$ cat config.mk
export PLATFORM = sky130hd
export DESIGN_NAME = divider
export DESIGN_NICKNAME = d
export VERILOG_FILES = /design/src/rtl/fp32_pkg.sv /design/src/rtl/div_normalize.sv /design/src/rtl/divider.sv
export SDC_FILE = /design/constraint.sdc
export NUM_CORES = 1
export LEC_CHECK = 0
export BUFFER_PORTS_ARGS = -buffer_cell sky130_fd_sc_hd__buf_4
export CORE_MARGIN = 2
export CORE_UTILIZATION = 46
export CTS_CLUSTER_DIAMETER = 60
export DETAILED_ROUTE_END_ITERATION = 6
export PLACE_DENSITY = 0.66
export SLEW_MARGIN = 20
export SYNTH_ARGS = -nofsm -noshare
export SYNTH_HDL_FRONTEND = slang
export SYNTH_SLANG_ARGS = --single-unit
$ cat constraint.sdc
create_clock -name clk -period 6.5 [get_ports clk]
set_clock_uncertainty 0.1 [all_clocks]
set_input_delay 0.325 -clock clk [delete_from_list [all_inputs] [get_ports clk]]
set_output_delay 0.325 -clock clk [all_outputs]
set_load 0.02 [all_outputs]
$ cat src/rtl/fp32_pkg.sv
// ---------------------------------------------------------------------------
// Module   : fp32_pkg
// Purpose  : Shared FP32 constants and divider state encoding.
// Revision : 1.0 - initial release
// ---------------------------------------------------------------------------
`default_nettype none

package fp32_pkg;
  localparam int          FP32_BIAS = 127;
  localparam logic [7:0]  EXP_INF   = 8'hFF;
  localparam logic [31:0] FP32_QNAN = 32'h7FC00000;
  localparam int          QBITS     = 25;

  typedef enum logic [1:0] {
    IDLE = 2'd0,
    DIV  = 2'd1,
    NORM = 2'd2,
    DONE = 2'd3
  } state_e;
endpackage

`default_nettype wire

$ cat src/rtl/div_normalize.sv
// ---------------------------------------------------------------------------
// Module   : div_normalize
// Purpose  : Combinational normalization and special-case packing of a quotient.
// Revision : 1.0 - initial release
// ---------------------------------------------------------------------------
`default_nettype none

module div_normalize
  import fp32_pkg::*;
(
  input  logic [9:0]  exp_in,
  input  logic [24:0] q,
  input  logic        sign,
  input  logic        a_zero,
  input  logic        b_zero,
  input  logic        nan_in,
  output logic [31:0] result,
  output logic        overflow,
  output logic        underflow,
  output logic        div_by_zero
);

  logic [22:0] frac;
  logic [9:0]  exp_n;

  always_comb begin
    frac        = q[24] ? q[23:1] : q[22:0];
    exp_n       = q[24] ? exp_in : exp_in - 10'd1;
    result      = 32'h0;
    overflow    = 1'b0;
    underflow   = 1'b0;
    div_by_zero = 1'b0;
    // Priority order matters: a zero divisor dominates even a NaN/inf dividend.
    if (b_zero) begin
      div_by_zero = 1'b1;
      result      = {sign, EXP_INF, 23'h0};
    end else if (a_zero) begin
      result = {sign, 31'h0};
    end else if (nan_in) begin
      result = FP32_QNAN;
    end else if ($signed(exp_n) > 10'sd254) begin
      overflow = 1'b1;
      result   = {sign, EXP_INF, 23'h0};
    end else if ($signed(exp_n) < 10'sd1) begin
      underflow = 1'b1;
      result    = {sign, 31'h0};
    end else begin
      result = {sign, exp_n[7:0], frac};
    end
  end

endmodule

`default_nettype wire

$ cat src/rtl/divider.sv
// ---------------------------------------------------------------------------
// Module   : divider
// Purpose  : Sequential FP32 divider, restoring mantissa division, 27-clock latency.
// Revision : 1.0 - initial release
// ---------------------------------------------------------------------------
`default_nettype none

module divider
  import fp32_pkg::*;
(
  input  logic        clk,
  input  logic        rst,
  input  logic        start,
  input  logic [31:0] A,
  input  logic [31:0] B,
  output logic        busy,
  output logic        done,
  output logic [31:0] result,
  output logic        overflow,
  output logic        underflow,
  output logic        div_by_zero
);

  localparam logic [1:0] ST_IDLE = IDLE;
  localparam logic [1:0] ST_DIV  = DIV;
  localparam logic [1:0] ST_NORM = NORM;
  localparam logic [1:0] ST_DONE = DONE;

  logic [1:0]  state;
  logic [4:0]  count;
  logic [25:0] rem;
  logic [23:0] dvs;
  logic [24:0] q;
  logic [9:0]  exp_r;
  logic        sign;
  logic        a_zero;
  logic        b_zero;
  logic        nan_op;

  logic [25:0] trial;
  logic        q_bit;
  logic [31:0] n_result;
  logic        n_overflow;
  logic        n_underflow;
  logic        n_div_by_zero;

  // rem stays below 2*dvs after every step, so 26 bits hold rem<<1 without loss.
  assign trial = rem - {2'b00, dvs};
  assign q_bit = (rem >= {2'b00, dvs});
  assign busy  = (state != ST_IDLE);

  div_normalize u_norm (
    .exp_in      (exp_r),
    .q           (q),
    .sign        (sign),
    .a_zero      (a_zero),
    .b_zero      (b_zero),
    .nan_in      (nan_op),
    .result      (n_result),
    .overflow    (n_overflow),
    .underflow   (n_underflow),
    .div_by_zero (n_div_by_zero)
  );

  always_ff @(posedge clk or posedge rst) begin
    if (rst) begin
      state       <= ST_IDLE;
      count       <= 5'd0;
      rem         <= 26'd0;
      dvs         <= 24'd0;
      q           <= 25'd0;
      exp_r       <= 10'd0;
      sign        <= 1'b0;
      a_zero      <= 1'b0;
      b_zero      <= 1'b0;
      nan_op      <= 1'b0;
      done        <= 1'b0;
      result      <= 32'h0;
      overflow    <= 1'b0;
      underflow   <= 1'b0;
      div_by_zero <= 1'b0;
    end else begin
      case (state)
        ST_IDLE: begin
          if (start) begin
            sign        <= A[31] ^ B[31];
            exp_r       <= {2'b00, A[30:23]} - {2'b00, B[30:23]} + 10'(FP32_BIAS);
            rem         <= {2'b01, A[22:0]};
            dvs         <= {1'b1, B[22:0]};
            q           <= 25'd0;
            count       <= 5'd0;
            a_zero      <= (A[30:23] == 8'h00);
            b_zero      <= (B[30:23] == 8'h00);
            nan_op      <= (A[30:23] == EXP_INF) || (B[30:23] == EXP_INF);
            overflow    <= 1'b0;
            underflow   <= 1'b0;
            div_by_zero <= 1'b0;
            state       <= ST_DIV;
          end
        end
        ST_DIV: begin
          q     <= {q[23:0], q_bit};
          rem   <= q_bit ? {trial[24:0], 1'b0} : {rem[24:0], 1'b0};
          count <= count + 5'd1;
          if (count == 5'(QBITS - 1)) state <= ST_NORM;
        end
        ST_NORM: begin
          result      <= n_result;
          overflow    <= n_overflow;
          underflow   <= n_underflow;
          div_by_zero <= n_div_by_zero;
          done        <= 1'b1;
          state       <= ST_DONE;
        end
        default: begin
          done  <= 1'b0;
          state <= ST_IDLE;
        end
      endcase
    end
  end

endmodule

`default_nettype wire

# Word-level counts from Yosys, hierarchy flattened
# Index checks and enable logic that the tools add are counted.
[classes]
n_lt_le_gt_ge = 3
bitwise = 1
muxes = 32
n_reduce_logical = 12
n_eq_ne = 7
n_addsub = 5
[ops]
columns = ["cell", "count"]
rows = [
  ["32-bit 2-to-1 mux", 3],
  ["31-bit 2-to-1 mux", 2],
  ["26-bit 2-to-1 mux", 2],
  ["26-bit case mux with 2 select lines", 1],
  ["25-bit case mux with 2 select lines", 1],
  ["26-bit by 24-bit greater-or-equal comparator with 1-bit output", 1],
  ["25-bit 2-to-1 mux", 1],
  ["25-bit by 24-bit subtractor with 25-bit output", 1],
  ["23-bit 2-to-1 mux", 1],
  ["8-bit == test (second input constant)", 2],
  ["8-bit zero test", 2],
  ["1-bit 2-to-1 mux", 11],
  ["9-bit by 8-bit adder with 10-bit output (second input constant)", 1],
  ["10-bit by 9-bit greater-than comparator with 1-bit output (second input constant)", 1],
  ["10-bit by 2-bit less-than comparator with 1-bit output (second input constant)", 1],
  ["10-bit 2-to-1 mux", 1],
  ["5-bit case mux with 2 select lines", 1],
  ["10-bit by 1-bit subtractor with 10-bit output (second input constant)", 1],
  ["8-bit by 8-bit subtractor with 9-bit output", 1],
  ["1-bit case mux with 2 select lines", 4],
  ["2-bit AND reduction", 4],
  ["2-bit case mux with 3 select lines", 1],
  ["2-bit nonzero test", 3],
  ["5-bit by 1-bit adder with 5-bit output (second input constant)", 1],
  ["10 further kinds", 12],
]
[word_totals]
inputBits = 67
word_cells = 75
regBits = 132
out_inout_bits = 37

# Longest topological paths before layout
# Gate-level depths: netlist (run 1).
[logic_depth]
ltp_word = 9
ltp_mapped = 13
mapped_depth_nobuf = 12

# By module
# From an unflattened synthesis (run 1), not the netlist that was laid out.
[unflattened]
cells_unflattened = 858
area_unflattened_um2 = 8252.9
[modules_own_cells]
columns = ["mod", "area_each_um2", "seq_area_each_um2", "cells_each", "n_inst"]
rows = [
  ["divider", 7345.8, 3303.2, 724, 1],
  ["div_normalize", 907.1, 0.0, 134, 1],
]

# Worst setup path before layout (run 1)
# Ideal clock, no wire load.
[synth_timing]
path_kind = "flip-flop to flip-flop"
start = "reg rem[0]"
end = "reg rem[18]"
n_path_buf = 2
period_less_slack_ns = 2.684
arrival_ns = 2.447
setup_time_ns = 0.137
setup_slack_ns = 3.816
required_ns = 6.263
stages_incl_launch_ff = 14
cell_sequence = "dfrtp_1 -> inv_1 -> ha_1 -> fa_1 -> nor2b_1 -> o31a_1 -> o22ai_2 -> o21ai_2 -> o21a_1 -> a31o_2 -> buf_6 -> buf_6 -> mux2i_1 -> a21oi_1"
[synth_via]
elab_chain_len = 3
elab_cells_between_ends = 4
cone_classes = "add/sub: 1; order compare: 1; mux: 2"
[synth_rtl]
columns = ["element", "line", "rtl"]
rows = [
  ["start: declaration", "divider.sv:31", "logic [25:0] rem;"],
  ["start signal: assignment", "divider.sv:88", "rem <= {2'b01, A[22:0]};"],
  ["start signal: assignment", "divider.sv:103", "rem <= q_bit ? {trial[24:0], 1'b0} : {rem[24:0], 1'b0};"],
  ["25-bit by 24-bit subtractor with 25-bit output / 26-bit by 24-bit greater-or-equal comparator with 1-bit output (equally long branches)", "divider.sv:48, divider.sv:49", ""],
  ["26-bit 2-to-1 mux *", "divider.sv:103", ""],
  ["26-bit case mux with 2 select lines *", "divider.sv:83", "case (state)"],
]
# Every way passes the cells marked *; elsewhere a longest branch is shown, timed or not.
# A chain may end at the register's enable or synchronous reset.

# Worst setup path in the final report (run 1)
[layout_timing]
start = "reg rem[0]"
end = "reg rem[2]"
# The elaborated chain is that of the path after synthesis.

==> flow_summary.json, run 1 <==
{
  "tritoncts_buffers": 17,
  "clock_insertion_delay_worst_skew_ns": 0.43,
  "fp.coreArea_mm2": 0.01664,
  "yosys.area.top_type": "sky130_fd_sc_hd__dfrtp_1",
  "gr-usage-all-layers": 0.2103,
  "remaining_drc_errors": 0,
  "status": "finished, final reports clean",
  "final_max_slew_viol_count": 0,
  "layout_min_cycle_time_ns": 3.320,
  "layout_commonest_cell": "sky130_fd_sc_hd__dfrtp_1",
  "post_route_cell_area_mm2": 0.009398,
  "cts-root-buf": "sky130_fd_sc_hd__clkbuf_16",
  "timing.hold.ws_ns": 0.02412,
  "via_count_of_the_first_global_routing_pass": 6023,
  "critical_path.slowest_cell": "sky130_fd_sc_hd__a31o_2",
  "timing.setup.critical_path_class": "reg -> reg",
  "initial_core_utilization": 0.4724,
  "total_number_of_vias": 6337,
  "placementRows": 47,
  "max_cap_viol_count": 0,
  "yosys_warnings": 0,
  "wirelength_met1_mm": 8.781,
  "yosys.cell_types.count": 76,
  "gp_congestion": 0.8652,
  "drive_gt1_frac": 0.2082,
  "crit-reg2reg-capture": "rem[2]",
  "top_layer_used": "met4",
  "num_antenna_cells": 0,
  "post_drt_wl_per_cell_um": 15.84,
  "grt_pass1_wl_mm": 30.39,
  "grt_start_max_net_pins": 74,
  "postSynthCellCount": 818,
  "met2WireLength_mm": 8.210,
  "cp.depth": 11,
  "area_of_the_die_mm2": 0.01815,
  "global_route.overflow_total": 0,
  "setup_viol_count_final": 0,
  "timing.final.ws_setup_ns": 3.180,
  "route.detailed.vias_per_inst": 5.549,
  "most-common-layout-cells": "sky130_fd_sc_hd__dfrtp_1, sky130_fd_sc_hd__buf_4, sky130_fd_sc_hd__inv_1",
  "postPlaceCellArea_mm2": 0.008798,
  "drtPass1Iterations": 5,
  "rr_worst_depth": 11,
  "timing.setup.tns_ns": 0,
  "ys_top_cells_by_area": "sky130_fd_sc_hd__dfrtp_1, sky130_fd_sc_hd__ha_1, sky130_fd_sc_hd__mux2i_1",
  "fp.dieH_um": 134.7,
  "crit_end_category": "flip-flop",
  "timing.hold.worst.class": "in -> reg",
  "finalCritPeriodShare": 0.5107,
  "cts.htree.levels": 4,
  "io_pins": 104,
  "worst-path-buf-inv": 1,
  "clock_tree_from_tritoncts": "done",
  "worstMarginPinSlew_ns": 0.9149,
  "worst_case_headroom_to_the_max_slew_limit": 0.3883,
  "crit_reg_reg_startpoint": "rem[0]",
  "postRouteWirelength_mm": 18.09,
  "launching_element_of_the_worst_setup_path": "rem[0]",
  "die_w_um": 134.7,
  "post_cts_resize_count": 0,
  "timing.final.hold_violations": 0,
  "dpl.hpwl_mm": 12.78,
  "hp-start": "B[5]",
  "design.final.nets": 1017,
  "endpoint_arrival_time_on_the_critical_path_ns": 3.56,
  "numClockSinks": 132,
  "postRouteAntennaNets": 0,
  "rsz0062_at_grt": "no",
  "ys.flop_type": "sky130_fd_sc_hd__dfrtp_1",
  "antenna_found_initial": 0,
  "synth_edf_count": 0,
  "synth-seq-area-share": 0.4202,
  "post_synth_instance_area_mm2": 0.007861,
  "post-route-util": 0.5647,
  "critical_path.startpoint_type": "flip-flop",
  "cell_type_group_with_the_largest_total_delay_on_the_critical_path": "compound AO/OA/AOI/OAI gates",
  "portBuffers": 103,
  "synth_nets": 926,
  "yosys_register_bits": 132,
  "met3RoutedLength_um": 817,
  "r2r_setup_slack_ns": 3.18,
  "path_cells": "inv_1, ha_1, fa_1, nor2b_1, o31a_1, o22ai_2, o21ai_2, o21a_1, a31o_2, mux2_4, o21ai_1",
  "power_density_over_the_cells_mw_per_mm2": 557.7,
  "postSynth.asyncResetShare": 1.000,
  "p_leak_nw": 4.340,
  "area_growth_syn_to_layout_pct": 19.54,
  "critPathCapture": "rem[2]",
  "postSynthAreaPerCell_um2": 9.610,
  "power.ir.vdd_worst_v": 0.0002790,
  "fmax_mhz": 301.2,
  "worst_setup_hold_path_clk_slew_ns": 0.06,
  "drtIter0Drc": 404,
  "netlist.area_leader.share": 0.4202,
  "critical_path_required_ns": 6.74,
  "critical_path.max_stage_delay_ns": 0.73,
  "timing.critical_path.fanout_max": 28,
  "post-place-ws_ns": 3.183,
  "clockBufferDepth": 2
}
==> through the flow <==
stage / instances / power (mW)
floorplan: 818 / 3.611
global placement: 1109 / 4.240
detailed placement: 1109 / 4.279
CTS: 1142 / 5.262
global route: 1142 / 5.674
finish: 1142 / 5.241
==> cells in the mapped netlist, drive strengths merged, types with 3 or more instances <==
cell and n:
nor4 9, a41oi 3, a21boi 4, nor3 14, o21a 5, or2 3
o22ai 25, nand4 11, and3 18, ha 39, a22o 24, clkbuf 24
a21oi 51, nand2b 5, xor2 16, nand3 10, o31ai 6, nor2 43
mux2 29, buf 15, nand2 61, a31oi 7, inv 74, xnor2 25
dfrtp 132, or3 6, o21ai 55, o211ai 3, nor2b 9, mux2i 40
a21o 9, a211oi 3
==> power by group <==
group	switching [mW]	internal (mW)	total, mW	leakage [nW]
combinational	1.69	1.27	2.96	2.38
sequential	0.219	1.10	1.32	1.68
clock	0.380	0.577	0.957	0.283
total	2.29	2.95	5.24	4.34
==> registers in the layout, indices dropped and copies added (netlist names) <==
signal,count
nan_op,1
q,25
result,32
sign,1
done,1
a_zero,1
b_zero,1
state,2
underflow,1
exp_r,10
overflow,1
count,5
div_by_zero,1
dvs,24
rem,26
==> cell families (layout without fill, tap and decap cells) <==
logic type | count (synthesis) | after routing | synth area share
adders and majority gates | 41 | 41 | 0.06717
AOI/OAI and AO/OA | 219 | 219 | 0.1841
xor gates and xnor gates | 41 | 41 | 0.04568
muxes | 69 | 69 | 0.09343
DFF | 132 | 132 | 0.4202
and+or+nand+nor | 203 | 203 | 0.1305
buffers and inverters | 113 | 217 | 0.05889
==> repair_timing <==
| action | 4_1_cts | 5_1_grt |
|---|---|---|
| setup buffers | 0 | 0 |
| hold buffers | 1 | 0 |
| hold endpoints to repair | 72 | 0 |
==> how the worst min path moves through the flow <==
stage / to / slack [ns] / cells after the start
floorplan: dvs[23] / 0.32 / 2
global placement: dvs[23] / 0.33 / 2
detailed placement: dvs[23] / 0.34 / 2
CTS: dvs[5] / 0.01 / 2
global route: dvs[2] / 0.01 / 2
finish: dvs[5] / 0.02 / 2
==> layer usage <==
layer  vias up  GRT usage
met5         -          0
met4         0    0.06608
met3        19    0.04429
met2       136     0.3184
met1      3065     0.3028
li1       3117          -
==> worst register-to-register path, stage by stage, from the launching register on <==
cell and delay, ns:
sky130_fd_sc_hd__dfrtp_1 0.32, sky130_fd_sc_hd__inv_1 0.06, sky130_fd_sc_hd__ha_1 0.22, sky130_fd_sc_hd__fa_1 0.41, sky130_fd_sc_hd__nor2b_1 0.15, sky130_fd_sc_hd__o31a_1 0.21, sky130_fd_sc_hd__o22ai_2 0.13, sky130_fd_sc_hd__o21ai_2 0.22
sky130_fd_sc_hd__o21a_1 0.22, sky130_fd_sc_hd__a31o_2 0.73, sky130_fd_sc_hd__mux2_4 0.37, sky130_fd_sc_hd__o21ai_1 0.11
==> area by class of cell <==
class                           instances  area, um^2
Multi-Input combinational cell        573        4111
Timing Repair Buffer                  111       835.8
Tap cell                              220       275.3
Fill cell                            1482        7244
Inverter                               74       282.8
Sequential cell                       132        3303
Clock inverter                         14       150.1
Clock buffer                           18       439.2
(Power assumes the default switching activity.)
==> run 2: changes to the inputs <==
--- a/config.mk
+++ b/config.mk
@@ -10,7 +10,7 @@
 export CORE_UTILIZATION = 46
 export CTS_CLUSTER_DIAMETER = 60
 export DETAILED_ROUTE_END_ITERATION = 6
-export PLACE_DENSITY = 0.66
+export PLACE_DENSITY = 0.68
 export SLEW_MARGIN = 20
 export SYNTH_ARGS = -nofsm -noshare
 export SYNTH_HDL_FRONTEND = slang
==> constraint.sdc (replaced) <==
create_clock -name clk -period 3 [get_ports clk]
set_clock_uncertainty 0.1 [all_clocks]
set_input_delay 0.15 -clock clk [delete_from_list [all_inputs] [get_ports clk]]
set_output_delay 0.15 -clock clk [all_outputs]
set_load 0.02 [all_outputs]
==> flow_summary.json, run 2 (synthesis results as in run 1) <==
{
  "timing.setup.tns_ns": 0,
  "worst_case_headroom_to_the_max_slew_limit": 0.5215,
  "max_cap_viol_count": 0,
  "placedCellCount": 1125,
  "route.detailed.vias_per_inst": 5.389,
  "r2r_setup_slack_ns": 0.16,
  "postRouteAntennaNets": 0,
  "dpl.hpwl_mm": 13.01,
  "timing.hold.ws_ns": 0.02732,
  "setup_viol_count_final": 0,
  "wirelength_met1_mm": 8.969,
  "cts-root-buf": "sky130_fd_sc_hd__clkbuf_16",
  "postRouteWirelength_mm": 18.55,
  "timing.hold.worst.class": "in -> reg",
  "status": "finished, final reports clean",
  "num_antenna_cells": 0,
  "timing.final.hold_violations": 0,
  "design.final.nets": 1083,
  "met2WireLength_mm": 8.489,
  "timing.setup.critical_path_class": "reg -> reg",
  "finalCritPeriodShare": 0.9470,
  "numClockSinks": 132,
  "power.ir.vdd_worst_v": 0.0007938,
  "crit_end_category": "flip-flop",
  "area_of_the_die_mm2": 0.01815,
  "global_route.overflow_total": 0,
  "total_number_of_vias": 6510,
  "final_max_slew_viol_count": 0,
  "portBuffers": 103,
  "grt_pass1_wl_mm": 31.37,
  "hp-start": "A[19]",
  "initial_core_utilization": 0.4724,
  "via_count_of_the_first_global_routing_pass": 6327,
  "rr_worst_depth": 10,
  "post-place-ws_ns": 0.1312,
  "top_flop_regs": "result x32, rem x26, q x25",
  "top_register": "result",
  "worst_setup_hold_path_clk_slew_ns": 0.06,
  "power_density_over_the_cells_mw_per_mm2": 1174,
  "layout_min_cycle_time_ns": 2.841,
  "cts.htree.levels": 4,
  "endpoint_arrival_time_on_the_critical_path_ns": 3.08,
  "drive_gt1_frac": 0.2126,
  "fmax_mhz": 352.0,
  "top_layer_used": "met4",
  "gr-usage-all-layers": 0.2146,
  "fp.dieH_um": 134.7,
  "die_w_um": 134.7,
  "drtPass1Iterations": 5,
  "largest_register_ffs": 32,
  "antenna_found_initial": 0,
  "io_pins": 104,
  "met3RoutedLength_um": 832,
  "finish.cell_count_without_fillers": 1208,
  "drtIter0Drc": 318,
  "clock_tree_from_tritoncts": "done",
  "area_growth_syn_to_layout_pct": 28.22,
  "crit-reg2reg-capture": "rem[1]",
  "post-route-util": 0.6057,
  "p_leak_nw": 4.661,
  "critical_path.startpoint_type": "flip-flop",
  "gp_congestion": 0.8364,
  "worstMarginPinSlew_ns": 0.7160,
  "crit_reg_reg_startpoint": "rem[9]",
  "grt_start_max_net_pins": 57,
  "most-common-layout-cells": "sky130_fd_sc_hd__dfrtp_1, sky130_fd_sc_hd__buf_4, sky130_fd_sc_hd__inv_1",
  "placementRows": 47,
  "tritoncts_buffers": 17,
  "fp.coreArea_mm2": 0.01664,
  "timing.final.ws_setup_ns": 0.1589,
  "post_drt_wl_per_cell_um": 15.35,
  "rsz0062_at_grt": "yes",
  "layout_commonest_cell": "sky130_fd_sc_hd__dfrtp_1",
  "clockBufferDepth": 2,
  "clock_insertion_delay_worst_skew_ns": 0.43,
  "timing.critical_path.fanout_max": 14,
  "launching_element_of_the_worst_setup_path": "rem[9]",
  "critPathCapture": "rem[1]",
  "critical_path_required_ns": 3.24,
  "remaining_drc_errors": 0
}
[run 2: cell count changes in the layout (fill, tap and decap cells not counted), sizes merged]
cell | previous run | this run
clkinvlp | 3 | 1
buf | 110 | 128
dlygate4sd3 | 1 | 49
inv | 78 | 80
[run 2: cell type report]
type / instances / area [um^2]
tap: 220 / 275.3
timing repair buffer: 177 / 1501
fill: 1389 / 6563
clock buffer: 18 / 439.2
multi-input combinational: 573 / 4113
clock inverter: 14 / 166.4
inverter: 74 / 281.5
sequential: 132 / 3303
[run 2: what timing repair did]
item                                    CTS  global route
endpoints found under the setup margin    0            12
setup buffers                             0             2
gates resized for setup                   0             2
hold buffers                             49             0
endpoints found under the hold margin    66             0
[run 2: metrics by stage]
step	cell area, um^2	power, mW
floorplan	7865	7.824
global placement	8967	9.441
detailed placement	8967	9.535
CTS	10060	11.79
global route	10080	12.79
finish	10080	11.84
[run 2: worst max-delay path, stage by stage (launching register included)]
cell and delay, ns:
sky130_fd_sc_hd__dfrtp_1 0.40, sky130_fd_sc_hd__ha_1 0.39, sky130_fd_sc_hd__a21oi_1 0.31, sky130_fd_sc_hd__o21ai_0 0.16, sky130_fd_sc_hd__a31oi_1 0.23, sky130_fd_sc_hd__o21ai_2 0.10
sky130_fd_sc_hd__o21a_1 0.20, sky130_fd_sc_hd__a31o_2 0.29, sky130_fd_sc_hd__buf_12 0.16, sky130_fd_sc_hd__mux2_4 0.29, sky130_fd_sc_hd__o21ai_1 0.12
[run 2: layer usage]
layer	vias to the layer above	GRT usage
met1	3082	0.3125
met4	0	0.06433
li1	3251	-
met5	-	0
met2	154	0.3268
met3	23	0.03941
[run 2: worst min path at each step]
stage / endpoint / slack (ns) / cells after the start
after floorplan: rem[0] / 0.17 / 2
after global placement: result[1] / 0.15 / 2
after detailed placement: result[2] / 0.15 / 2
after CTS: rem[2] / 0.007 / 4
after global routing: rem[21] / 0.06 / 4
final: rem[19] / 0.03 / 4
[run 2: report_power, final]
group	switching (mW)	internal, mW
Sequential	0.448	2.39
Combinational	3.77	3.08
Clock	0.875	1.27
Total	5.09	6.74
